--- src/rtl/up_down_counter_gen.sv ---
// Up/down counter with clamped load, underflow reload register and a
// flag-event counter that wraps every FLAG_LIMIT passes through FLAG_VALUE.
module up_down_counter_gen #(
  parameter int WIDTH      = 8,
  parameter int MAX_COUNT  = 60,
  parameter int FLAG_VALUE = 30,
  parameter int FLAG_LIMIT = 100,
  parameter int FW         = 8
) (
  input  logic             clk,
  input  logic             rst,
  input  logic             en,
  input  logic             mode,
  input  logic             load,
  input  logic [WIDTH-1:0] load_val,
  input  logic             flag_clr,
  output logic [WIDTH-1:0] count,
  output logic             zero,
  output logic             tc,
  output logic             flag,
  output logic [FW-1:0]    flag_count,
  output logic             flag_wrap
);

  localparam logic [WIDTH-1:0] MAX_C   = WIDTH'(MAX_COUNT);
  localparam logic [WIDTH-1:0] FLAG_C  = WIDTH'(FLAG_VALUE);
  localparam logic [FW-1:0]    FC_LAST = FW'(FLAG_LIMIT - 1);

  logic [WIDTH-1:0] reload_q;
  logic [WIDTH-1:0] load_clamped;
  logic [WIDTH-1:0] count_next;
  logic             flag_event;

  assign zero = (count == '0);
  assign flag = (count == FLAG_C);
  assign tc   = en & ((mode & (count == MAX_C)) | (~mode & (count == '0)));

  // Clamping the load keeps count (and the reload value) within 0..MAX_COUNT.
  assign load_clamped = (load_val > MAX_C) ? MAX_C : load_val;

  // A flag pass only counts while actually counting, not on a load cycle.
  assign flag_event = flag & en & ~load;

  always_comb begin
    count_next = count;
    if (load) begin
      count_next = load_clamped;
    end else if (en) begin
      if (mode) begin
        count_next = (count == MAX_C) ? '0 : count + WIDTH'(1);
      end else begin
        count_next = (count == '0) ? reload_q : count - WIDTH'(1);
      end
    end
  end

  always_ff @(posedge clk or posedge rst) begin
    if (rst) begin
      count    <= '0;
      reload_q <= MAX_C;
    end else begin
      count <= count_next;
      if (load) begin
        reload_q <= load_clamped;
      end
    end
  end

  always_ff @(posedge clk or posedge rst) begin
    if (rst) begin
      flag_count <= '0;
      flag_wrap  <= 1'b0;
    end else if (flag_clr) begin
      flag_count <= '0;
      flag_wrap  <= 1'b0;
    end else if (flag_event) begin
      if (flag_count == FC_LAST) begin
        flag_count <= '0;
        flag_wrap  <= 1'b1;
      end else begin
        flag_count <= flag_count + FW'(1);
        flag_wrap  <= 1'b0;
      end
    end else begin
      flag_wrap <= 1'b0;
    end
  end

endmodule

--- config.mk ---
export PLATFORM = sky130hd
export DESIGN_NAME = up_down_counter_gen
export DESIGN_NICKNAME = d
export VERILOG_FILES = /design/src/rtl/up_down_counter_gen.sv
export SDC_FILE = /design/constraint.sdc
export NUM_CORES = 1
export LEC_CHECK = 0
export ABC_AREA = 1
export CORE_MARGIN = 4
export CORE_UTILIZATION = 45
export DETAILED_ROUTE_END_ITERATION = 7
export PLACE_DENSITY = 0.81
export REMOVE_ABC_BUFFERS = 1
export SKIP_CTS_REPAIR_TIMING = 1
export SLEW_MARGIN = 30
export SYNTH_ARGS = -nofsm -noshare
export SYNTH_HDL_FRONTEND = slang
export SYNTH_SLANG_ARGS = --single-unit
--- constraint.sdc ---
create_clock -name clk -period 2.2 [get_ports clk]
set_clock_uncertainty 0.1 [all_clocks]
set_input_delay 0.66 -clock clk [delete_from_list [all_inputs] [get_ports clk]]
set_output_delay 0.66 -clock clk [all_outputs]
set_load 0.05 [all_outputs]
## Word level (Yosys, flattened, before mapping)

Index checks and enable logic that the tools add are counted.

- Output and inout bits: 20
- Bits of input ports: 14
- Word-level logic and storage cells: 34
- Bits in registers: 25

- Multiplexer cells: 12
- Bitwise gates (word level): 8
- Reductions and logical operators: 3
- $add $sub $neg: 3
- Magnitude comparators: 1
- Equality and inequality tests: 3

Operator list:

| operator | number |
|---|---|
| 8-bit two-way mux | 9 |
| 8-bit by 1-bit adder with 8-bit output, second input constant | 2 |
| 8-bit by 5-bit equality test with 1-bit output, second input constant | 1 |
| 8-bit by 6-bit equality test with 1-bit output, second input constant | 1 |
| 8-bit by 7-bit equality test with 1-bit output, second input constant | 1 |
| 8-bit by 6-bit > comparator with 1-bit output, second input constant | 1 |
| 8-bit logical NOT | 1 |
| 8-bit by 1-bit subtractor with 8-bit output, second input constant | 1 |
| 1-bit bitwise AND | 5 |
| 2-bit nonzero test | 2 |
| 1-bit two-way mux | 3 |
| 1-bit inverter | 2 |
| 1-bit bitwise OR | 1 |

## Longest topological paths before layout

Gate-level depths: netlist of run 1.

- Depth in word-level cells: 5
- Gate-level depth with buffers: 12
- Gate-level depth less buffers: 12

## Worst setup path after synthesis of run 1

No wires, ideal clock.

- Kind: register to output
- Start point: reg count[0]
- End point: out tc
- Cell stages (with the launch flop): 7
- Buffers on the path: 0
- Data required time: 1.440 ns
- Arrival: 2.527 ns
- Path slack: -1.087 ns
- Path through: dfrtp_1 > inv_1 > ha_1 > nand2_2 > nor2_8 > nor2_4 > nor3_1

- Longest elaborated chain between the ends: 4
- Elaborated cells on any way between the ends: 6
- Classes of those cells: eq/ne: 1; bitwise: 4; reduce/logical: 1

RTL lines:

| item | line | source |
|---|---|---|
| start, declared | 17 | `output logic [WIDTH-1:0] count,` |
| start signal, assigned | 62 | `count <= count_next;` |
| 8-bit logical NOT | - |  |
| named net zero | 18 | `output logic zero,` |
| 1-bit bitwise AND | 36 | `assign tc = en & ((mode & (count == MAX_C)) \| (~mode & (count == '0)));` |
| 1-bit bitwise OR | 36 |  |
| 1-bit bitwise AND | 36 |  |
| end, declared | 19 | `output logic tc,` |

The timed path passes the listed nets, and every way through them passes these cells.

## Final worst setup path of run 1

- Start point: reg count[1]
- End point: out tc

- Longest elaborated chain between the ends: 4
- Elaborated cells on any way between the ends: 6
- Classes of those cells: eq/ne: 1; bitwise: 4; reduce/logical: 1

RTL lines:

| item | line |
|---|---|
| 8-bit by 6-bit equality test with 1-bit output or 8-bit logical NOT (tied branches) | 36 |
| 1-bit bitwise AND | 36 |
| 1-bit bitwise OR (*) | 36 |
| 1-bit bitwise AND (*) | 36 |

Every way passes the cells marked *; elsewhere a longest branch is shown, timed or not.

==> impl_metrics.yaml, run 1 <==
run_status:
  status: "complete, but fails checks"
  violations: "setup timing"
worst_setup_path:
  worstSetupPathType: "reg2out"
  startpoint_type: "flip-flop"
  cp.required_ns: 1.44
  cp_max_fo: 2
  worst_ep_arrival_time_ns: 1.60
  r2r_cells: 11
  endpoint_kind: "primary output"
clocking:
  cts_buffers: 3
  cts_tree: "built"
  clock_latency_ns: 0.27
  clk_path_buf_depth: 2
  htreeDepth: 1
  clk_pin_slew_ns: 0.09
  root_buffer: "clkbuf_8"
  cts.sinks: 25
flow_run:
  max_cap_violations: 0
global_routing:
  track_usage_pct: 19.05
  grt.overflow.total: 0
  first_global_vias: 1685
  grt_max_degree: 26
  antenna_found_initial: 0
  grt_first_pass_wirelength_um: 7672
sta:
  post-route-worst-setup-slack_ns: -0.1617
  worst_hold_slack_ns: 0.3850
  worstMarginPinSlew_ns: 0.3337
  period_share_pct: 107.3
  max_slew_margin_pct: 77.75
  slew_violations: 0
  tns_ns: -0.1617
  rsz0062_at_grt: "yes"
  final-hold-violation-count: 0
  timing.final.crit_period_ns: 2.362
  max_freq_mhz: 423.4
  finalSetupViolations: 1
logic_synthesis:
  synth_cell_type_count: 26
  synth_seq_cells: 25
  netlist_area_um2: 1765
  synth_cells: 257
  syn_avg_cell_area_um2: 6.869
  yosysSeqAreaShare_pct: 35.72
  yosysWarnings: 0
power_and_ir_drop:
  leakagePower_nw: 1.332
  pwr-share-clk_pct: 21.7
  worst_ir_drop_vdd_v: 0.0004734
  seq_power_share_pct: 39.9
  p_per_area_nw_per_um2: 510.1
  power.share.combinational_pct: 38.4
  p_int_mw: 0.8170
  switching_share_pct: 35.61
  p_total_mw: 1.269
  netSwitchingPower_mw: 0.4518
routing:
  drtPass1Iterations: 5
  dr_total_vias: 1930
  routedWlPerCell_um: 13.43
  drt_iter0_markers: 162
  drt_wl_total_um: 4916
  vias_per_cell: 5.273
  drc: 0
  antenna_left: 0
floorplan:
  num_rows: 22
  die_w_um: 70.64
  dieArea_um2: 4989
  core-area_um2: 3716
  initial_core_util_pct: 47.51
  io_pins: 34
  dieHeight_um: 70.64
final_layout:
  drive_gt1_share_pct: 27.36
  final_net_count: 338
  multi_input_area_um2: 997.2
  n_antenna_cell: 0
  synthToLayoutAreaGrowth_pct: 40.89
  seqCellArea_um2: 630.6
  fill_cells: 320
  final_util_pct: 66.94
hold_path:
  hold_depth: 2
  hold_path.class: "reg2reg"
place:
  gp_congestion: 0.8984
  numPortBuffers: 33
  dp_hpwl_um: 3698
final cells by class:
cell class                      instances  share of cell area, %
Multi-Input combinational cell        185                  40.09
Timing Repair Buffer                   61                  23.59
Tap cell                               48                  2.414
Sequential cell                        25                  25.35
Inverter                               43                  6.740
Clock buffer                            4                  1.811
through the flow:
stage | instance area [um2] | setup WS [ns] | std cells
floorplan | 1747 | -1.087 | 253
global route | 2487 | -0.2165 | 366
finish | 2487 | -0.1617 | 366
CTS | 2377 | -0.3878 | 359
global placement | 2332 | -0.3479 | 355
detailed placement | 2332 | -0.3579 | 355
flip-flops by register name, indices dropped and copies added (netlist names):
register    cells
count           8
flag_count      8
reload_q        8
flag_wrap       1
worst paths after layout:
check | from | to | slack, ns
min | reload_q[0]$_DFFE_PP0P_ | reload_q[0]$_DFFE_PP0P_ | 0.39
max in group asynchronous | rst | reload_q[2]$_DFFE_PP1P_ | 1.07
min reg2reg | reload_q[0]$_DFFE_PP0P_ | reload_q[0]$_DFFE_PP0P_ | 0.39
min in group asynchronous | rst | count[5]$_DFFE_PP0P_ | 0.64
max | count[1]$_DFFE_PP0P_ | tc | -0.16
max reg2reg | count[6]$_DFFE_PP0P_ | flag_count[0]$_DFFE_PP0P_ | 0.47
per-layer routing:
metal  GRT usage, %  vias to the layer above  share of wire [%]
met1          25.44                      908                 43
li1               -                      937                  -
met3          2.699                       11                5.4
met5              0                        -                  0
met4          5.846                        0                1.7
met2          32.02                       74                 50
layout by cell type, fill, tap and decap left out, types with 2 or more instances in the layout:
cell type	netlist	routed
dlymetal6s2s_1	0	2
xor2_1	4	4
buf_4	0	40
nand2_2	3	3
nor2_4	2	2
nand4_1	6	6
nand3_2	3	3
o21ai_1	5	5
ha_1	5	3
o21ai_0	16	16
dfstp_2	4	4
nand3_1	16	16
dfrtp_1	21	21
o211ai_1	3	3
o21a_1	3	3
nor3_1	6	5
clkdlybuf4s50_1	0	11
a21oi_2	3	3
nand2_4	3	4
a21oi_1	4	4
nor2_1	32	30
nand2_1	68	67
nor2_2	2	4
buf_12	0	7
clkbuf_8	0	3
ha_4	0	2
inv_1	37	33
inv_2	5	7
synth_stat cells (all sizes together):
cell type / instances / area (um2)
nand3: 19 / 110.1
a21oi: 7 / 46.30
nor2: 37 / 175.2
o21a: 3 / 22.52
inv: 42 / 157.7
nand2: 74 / 307.8
clkbuf: 1 / 3.750
dfstp: 4 / 105.1
o21ai: 21 / 105.1
o211ai: 3 / 22.52
nand4: 6 / 37.54
dfrtp: 21 / 525.5
xor2: 4 / 35.03
ha: 5 / 62.56
nor3: 6 / 30.03
clkinv: 1 / 3.750
buf: 3 / 15.01
cells by family (layout without fill, tap and decap cells):
kind of cell    Yosys count  after routing  synth area share (%)
compound gates           34             34                 11.13
xor+xnor                  4              4                 1.984
fa+ha+maj                 5              5                 3.544
buf+inv                  47            108                 10.20
flops                    25             25                 35.72
simple gates            142            142                 37.42
worst max-delay path, cell delays in order (launching register included):
cell	delay, ns
dfrtp_1	0.40
inv_2	0.09
ha_4	0.16
nand2_4	0.08
nor2_8	0.10
nor2_4	0.04
nor3_2	0.19
buf_4	0.15
buf_12	0.12
power by group through the flow:
stage          sequential (mW)  clock [mW]  combinational, mW
5_1_grt                  0.510       0.299              0.525
3_5_place_dp             0.514           0              0.439
2_1_floorplan            0.583           0              0.182
3_3_place_gp             0.513           0              0.430
4_1_cts                  0.505       0.276              0.442
6_report                 0.507       0.275              0.487
Power figures use the tool's default switching activity.
==> run 2: changes to the inputs <==
- SLEW_MARGIN: 30 -> unset
==> results of run 2 <==
No change in the layout: final DEF, timing and power equal those of run 1.
==> run 3: changes to the inputs <==
- CTS_CLUSTER_DIAMETER: unset -> 150
- clock period: 2.2 -> 2.7 ns (I/O delays scaled with it)
==> impl_metrics.yaml, run 3 (same netlist as run 1, synthesis figures left out) <==
floorplan:
  core-area_um2: 3716
  dieArea_um2: 4989
  io_pins: 34
  die_w_um: 70.64
  num_rows: 22
  dieHeight_um: 70.64
  initial_core_util_pct: 47.51
clocking:
  clock_latency_ns: 0.26
  htreeDepth: 1
  cts_buffers: 3
  clk_path_buf_depth: 2
  root_buffer: "clkbuf_8"
  cts.sinks: 25
  clk_pin_slew_ns: 0.08
  cts_tree: "built"
sta:
  rsz0062_at_grt: "no"
  period_share_pct: 96.78
  final-hold-violation-count: 0
  timing.final.crit_period_ns: 2.613
  max_slew_margin_pct: 66.97
  worstMarginPinSlew_ns: 0.4940
  finalSetupViolations: 0
  post-route-worst-setup-slack_ns: 0.08691
  max_freq_mhz: 382.7
  slew_violations: 0
flow_run:
  max_cap_violations: 0
place:
  place_inst: 344
  gp_congestion: 0.9914
  dp_hpwl_um: 3362
  numPortBuffers: 33
  dp_slack_ns: -0.2054
  dpl_cell_area_um2: 2242
worst_setup_path:
  r2r_start: "count[4]$_DFFE_PP0P_"
  endpoint_kind: "primary output"
  critPathLaunch: "count[4]$_DFFE_PP0P_"
  worst_ep_arrival_time_ns: 1.70
  worstSetupPathType: "reg2out"
  cp_max_fo: 10
  cp.required_ns: 1.79
  r2r_cells: 9
  startpoint_type: "flip-flop"
final_layout:
  multi_input_area_um2: 959.7
  seqCellArea_um2: 635.6
  final_util_pct: 63.17
  drive_gt1_share_pct: 17.97
  reg_top3: "count (8), flag_count (8), reload_q (8)"
  synthToLayoutAreaGrowth_pct: 32.96
  fin_area_um2: 2347
  layoutNonFillerInstCount: 354
  mostFrequentLayoutCell: "nand2_1"
  final_cell_mix: "68 x nand2_1, 35 x inv_1, 32 x nor2_1, 28 x clkdlybuf4s50_1, 17 x dfrtp_1"
  n_antenna_cell: 0
  fill_cells: 327
  final_net_count: 326
routing:
  antenna_left: 0
  highest_layer: "met4"
  drc: 0
  drt_iter0_markers: 207
  dr_wl_met3_um: 205
  vias_per_cell: 5.056
  drt_wl_total_um: 4279
  drtPass1Iterations: 5
  dr_wl_met2_um: 1971
  dr_total_vias: 1790
  wl_met1_um: 2042
  routedWlPerCell_um: 12.09
global_routing:
  grt_max_degree: 26
  grt.overflow.total: 0
  track_usage_pct: 16.90
  grt_first_pass_wirelength_um: 7031
  first_global_vias: 1578
  antenna_found_initial: 0
power_and_ir_drop:
  p_per_area_nw_per_um2: 411.9
  worst_ir_drop_vdd_v: 0.0002192
  leakagePower_nw: 1.220
run_status:
  status: "completed"
hold_path:
  hold_path.class: "reg2reg"
  hold_start: "reload_q[4]$_DFFE_PP1P_"
  hold_depth: 2
-- run 3: path summary, 6_finish.rpt --
check,endpoint,slack [ns]
min,reload_q[4]$_DFFE_PP1P_,0.38
min reg2reg,reload_q[4]$_DFFE_PP1P_,0.38
min in group asynchronous,flag_count[0]$_DFFE_PP0P_,0.78
max reg2reg,count[0]$_DFFE_PP0P_,1.02
max in group asynchronous,reload_q[2]$_DFFE_PP1P_,1.42
max,tc,0.09
-- run 3: power breakdown --
| group | switching, mW | internal (mW) | leakage (nW) | total (mW) |
|---|---|---|---|---|
| clock network | 0.114 | 0.105 | 0.0228 | 0.220 |
| logic | 0.197 | 0.124 | 0.881 | 0.321 |
| registers | 0.0274 | 0.398 | 0.316 | 0.426 |
-- run 3: area by class of cell --
cell class	instances	share of cell area, %
flip-flops and latches	25	27.08
well taps	48	2.559
clock buffers	4	1.919
inverters	43	6.876
repair buffers	49	20.68
multi-input cells	185	40.88
-- run 3: worst max-delay path, cell delays in order, from the launching register on --
cell and delay [ns]:
dfrtp_2 0.49, nor2_2 0.17, nand2_4 0.09, nor2_8 0.16, nor2_4 0.05, nor3_2 0.20, buf_4 0.15, buf_12 0.12
-- run 3: per-layer routing --
metal  vias to the layer above  global-route usage [%]
met5                         -                       0
li1                        906                       -
met4                         0                   3.967
met1                       818                   24.53
met3                         7                   1.847
met2                        59                   27.13
-- run 3: stage by stage --
stage                     total power, mW  setup TNS [ns]  hold WS [ns]
after floorplan                    0.6234         -0.7372        0.3454
after global placement             0.7316         -0.2326        0.3628
after detailed placement           0.7374         -0.2054        0.3636
after CTS                          0.9559         -0.2224        0.3785
after global routing                1.026               0        0.3989
final                              0.9669               0        0.3759
